<file path="src/rtl/bcd_to_binary_seq.sv">
// Sequential 8-digit packed BCD to binary converter (reverse double dabble).
// One shift/correct iteration per clock, start/busy/done handshake, malformed-digit flag.

module bcd_digit_fix (
  input  logic [3:0] din,
  output logic [3:0] dout,
  output logic       bad
);
  assign dout = (din >= 4'd8) ? din - 4'd3 : din;
  assign bad  = (din > 4'd9);
endmodule

module bcd_to_binary_seq #(
  parameter int DIGITS    = 8,
  parameter int BIN_WIDTH = 27
) (
  input  logic                  clk,
  input  logic                  reset,
  input  logic                  start,
  input  logic [4*DIGITS-1:0]   bcd_in,
  output logic                  busy,
  output logic                  done,
  output logic                  invalid,
  output logic [BIN_WIDTH-1:0]  binary_out
);
  localparam int CW = $clog2(BIN_WIDTH + 1);
  localparam logic [CW-1:0] LAST = CW'(BIN_WIDTH - 1);

  localparam logic [0:0] IDLE    = 1'b0;
  localparam logic [0:0] CONVERT = 1'b1;

  logic [0:0]             state;
  logic [4*DIGITS-1:0]    bcd_sh;
  logic [BIN_WIDTH-1:0]   bin_sh;
  logic [CW-1:0]          cnt;

  logic [4*DIGITS-1:0]          bcd_shift;
  logic [DIGITS-1:0][3:0]       bcd_shift_d;
  logic [DIGITS-1:0][3:0]       bcd_fix_d;
  logic [DIGITS-1:0][3:0]       in_d;
  logic [DIGITS-1:0][3:0]       in_unused;
  logic [DIGITS-1:0]            in_bad;
  logic [DIGITS-1:0]            shift_bad_unused;
  logic [BIN_WIDTH-1:0]         bin_next;
  logic                         any_bad;

  assign bcd_shift   = {1'b0, bcd_sh[4*DIGITS-1:1]};
  assign bcd_shift_d = bcd_shift;
  assign in_d        = bcd_in;
  assign bin_next    = {bcd_sh[0], bin_sh[BIN_WIDTH-1:1]};
  assign any_bad     = |in_bad;

  // Each digit gets one unit correcting the shifted register and one validating the request.
  genvar g;
  generate
    for (g = 0; g < DIGITS; g++) begin : g_dig
      bcd_digit_fix u_fix (
        .din  (bcd_shift_d[g]),
        .dout (bcd_fix_d[g]),
        .bad  (shift_bad_unused[g])
      );
      bcd_digit_fix u_chk (
        .din  (in_d[g]),
        .dout (in_unused[g]),
        .bad  (in_bad[g])
      );
    end
  endgenerate

  always_ff @(posedge clk) begin
    if (reset) begin
      state      <= IDLE;
      busy       <= 1'b0;
      done       <= 1'b0;
      invalid    <= 1'b0;
      binary_out <= '0;
      bcd_sh     <= '0;
      bin_sh     <= '0;
      cnt        <= '0;
    end else begin
      done <= 1'b0;
      case (state)
        IDLE: begin
          if (start) begin
            if (any_bad) begin
              done       <= 1'b1;
              invalid    <= 1'b1;
              binary_out <= '0;
            end else begin
              bcd_sh <= bcd_in;
              bin_sh <= '0;
              cnt    <= '0;
              busy   <= 1'b1;
              state  <= CONVERT;
            end
          end
        end
        CONVERT: begin
          bcd_sh <= bcd_fix_d;
          bin_sh <= bin_next;
          cnt    <= cnt + CW'(1);
          // Last shift: the result is the freshly shifted bin_sh, not the stale register.
          if (cnt == LAST) begin
            binary_out <= bin_next;
            invalid    <= 1'b0;
            done       <= 1'b1;
            busy       <= 1'b0;
            state      <= IDLE;
          end
        end
        default: state <= IDLE;
      endcase
    end
  end
endmodule

</file>
<file path="config.mk">
export PLATFORM = sky130hd
export DESIGN_NAME = bcd_to_binary_seq
export DESIGN_NICKNAME = d
export VERILOG_FILES = /design/src/rtl/bcd_to_binary_seq.sv
export SDC_FILE = /design/constraint.sdc
export NUM_CORES = 1
export LEC_CHECK = 0
export CAP_MARGIN = 10
export CORE_UTILIZATION = 56
export DETAILED_ROUTE_END_ITERATION = 7
export GPL_TIMING_DRIVEN = 0
export PLACE_DENSITY = 0.88
export REMOVE_ABC_BUFFERS = 1
export SLEW_MARGIN = 20
export SYNTH_ARGS = -nofsm -noshare
export SYNTH_HDL_FRONTEND = slang
export SYNTH_HIERARCHICAL = 1
export SYNTH_SLANG_ARGS = --single-unit
</file>
<file path="constraint.sdc">
create_clock -name clk -period 2.35 [get_ports clk]
set_input_delay 0.47 -clock clk [delete_from_list [all_inputs] [get_ports clk]]
set_output_delay 0.47 -clock clk [all_outputs]
set_load 0.02 [all_outputs]
</file>
==> metrics.md <==
| Metric | Value |
|---|---|
| Synth Area per Inst | `10.4 sq um` |
| WL final | `10500 microns` |
| Fin crit period | `2210 ps` |
| Nets | `580` |
| Least-Margin Pin Slew | `807 ps` |
| Post-route DRC | `0` |
| Worst Skew | `9.04 ps` |
| Warnings, synthesis | `6` |
| Final sum of negative setup slack | `0 ps` |
| Finished Layout Cells | `621` |
| Setup crit start kind | `input port` |
| Max-slew violations | `0` |
| CTS root buffer | `clkbuf_8` |
| Via Count | `3643` |
| WL/cell | `16.9 microns` |
| Floorplan Core Area | `8180 sq um` |
| Number of global-route vias before repair | `3695` |
| Tot GR Track Use | `24.7%` |
| GRT Residual Overflow | `0` |
| Routability-driven placement congestion ratio | `0.778` |
| Critical path's largest stage delay | `540 ps` |
| Max IR drop VDD | `0.000386 V` |
| Crit Path Class | `input port to flip-flop` |
| R2R depth | `4` |
| CP endpoint kind | `flip-flop` |
| Worst endpoint required time | `2660 ps` |
| Crit-path max FO | `11` |
| Share of cells above drive strength 1 | `14.1%` |
| Setup WS post-layout | `137 ps` |
| Mapped Cells | `451` |
| Die Height | `93.5 microns` |
| Finish-stage setup viols | `0` |
| First-pass GRT wire length | `17000 microns` |
| Die area | `8750 sq um` |
| Post-Place Setup Slack | `-1100 ps` |
| Max-cap viol count | `0` |
| Post-route ant nets | `0` |
| LEAKAGE | `0.00210 uW` |
| Clock-pin transition on the worst setup and hold timing paths | `100 ps` |
| Largest net degree at the start of global routing | `50` |
| Outcome | `complete, no violations` |
| Min-Delay Path Class | `flip-flop to flip-flop` |
| DR vias/cell | `5.87` |
| Maximum clock path buffer count | `2` |
| Endpoints failing hold | `0` |
| RSZ-0062 raised after global routing | `false` |
| DP Cell Count | `598` |
| CTS tree | `done` |
| # diodes | `0` |
| # IOs | `65` |
| Crit path DAT | `2520 ps` |
| TritonRoute pass-1 iters | `4` |
| Row count | `33` |
| Netlist Area Pre-Place | `4690 sq um` |
| Hold depth | `1` |
| H-tree Lvls | `3` |
| Slowest cell on crit path | `clkdlybuf4s50_1` |
| Skew-Pair Late Insertion Delay | `370 ps` |
| PortBufs | `64` |
| Maximum clock frequency | `0.452 GHz` |
| Initial core utilization | `57.4%` |
| Critical path, cell by cell | `clkdlybuf4s50_1, inv_1, ha_1, nor2_1, o21a_1, nor4_4, buf_6, a311oi_4, buf_4, a22o_1` |
| Slew HR | `46.1%` |
| Initial antenna violation count | `0` |
| Tcrit/Tclk final | `94.2%` |
| Detailed Place HPWL | `6610 microns` |
| Area grow syn2layout | `23.3%` |
| Num CTS Buffers | `9` |
| WHS | `475 ps` |
| CTS Sinks | `94` |
| Die Span X | `93.5 microns` |
| Drt initial violations | `163` |
| PwrDens | `515 nW/um^2` |
-- metrics by stage --
stage	power [uW]	area (sq um)	utilization (%)
floorplan	1800	4550	-
global placement	1920	5320	65.1
detailed placement	1940	5470	67.0
CTS	2970	5750	70.3
global route	3070	5780	70.8
finish	2980	5780	70.8
-- path summary, 6_finish.rpt --
check | startpoint | end | slack [ps]
min reg2reg | busy$_SDFFE_PP0P_ | busy$_SDFFE_PP0P_ | 470
max | bcd_in[16] | bin_sh[3]$_SDFFE_PP0P_ | 140
max reg2reg | state$_SDFF_PP0_ | bin_sh[15]$_SDFFE_PP0P_ | 430
min | busy$_SDFFE_PP0P_ | busy$_SDFFE_PP0P_ | 470
-- routing by layer --
metal  global-route usage (%)  routed length, microns  part of all wire (%)
met2                     43.8                    5190                    49
met1                     28.6                    4560                    43
met4                     10.4                     237                   2.3
met5                        0                       0                     0
met3                     5.53                     528                   5.0
-- cell type report --
type                       count  area (sq um)
tap                          105           131
multi-input combinational    296          2660
sequential                    94          1890
clock inverter                 7          63.8
clock buffer                   9           124
timing repair buffer          75           790
fill                         575          2390
inverter                      35           131
-- flip-flops by register name, indices dropped and copies added, names as in the netlist --
name	count
bcd_sh	32
binary_out	27
bin_sh	26
cnt	5
busy	1
done	1
invalid	1
state	1
-- critical path, delay by kind of cell --
family	cells	cell delay, ps
buffers and inverters	4	1000
AO/OA/AOI/OAI	3	680
AND/OR/NAND/NOR	2	180
adder cells (fa/ha/maj)	1	200
-- layout by cell type (no fill, tap or decap), types with 3 or more instances in the layout --
| cell | n |
|---|---|
| xor2_1 | 9 |
| a32o_1 | 26 |
| o21a_1 | 9 |
| o21ai_0 | 10 |
| a22o_1 | 26 |
| mux2i_1 | 32 |
| clkdlybuf4s50_1 | 63 |
| nand2_1 | 9 |
| inv_1 | 35 |
| nor2_1 | 40 |
| buf_8 | 3 |
| xnor2_1 | 8 |
| a31o_4 | 3 |
| nand2b_1 | 11 |
| clkbuf_8 | 9 |
| conb_1 | 5 |
| dfxtp_1 | 93 |
| ha_1 | 34 |
| buf_4 | 4 |
| a221oi_2 | 31 |
| nor2b_1 | 9 |
| a21oi_1 | 11 |
-- power by group --
part           switching, uW  internal, uW  total, uW
clock network            640           409       1050
logic                    164           139        303
registers               21.7          1610       1630
total                    825          2160       2980
-- timing repair --
item	4_1_cts	5_1_grt
resized for setup	5	4
setup buffers	5	0
setup endpoints to repair	91	19
pin swaps	5	0
gates cloned	1	1
hold buffers	0	0
endpoints found under the hold margin	0	0
Note: power is estimated with default switching activity, not from simulation.
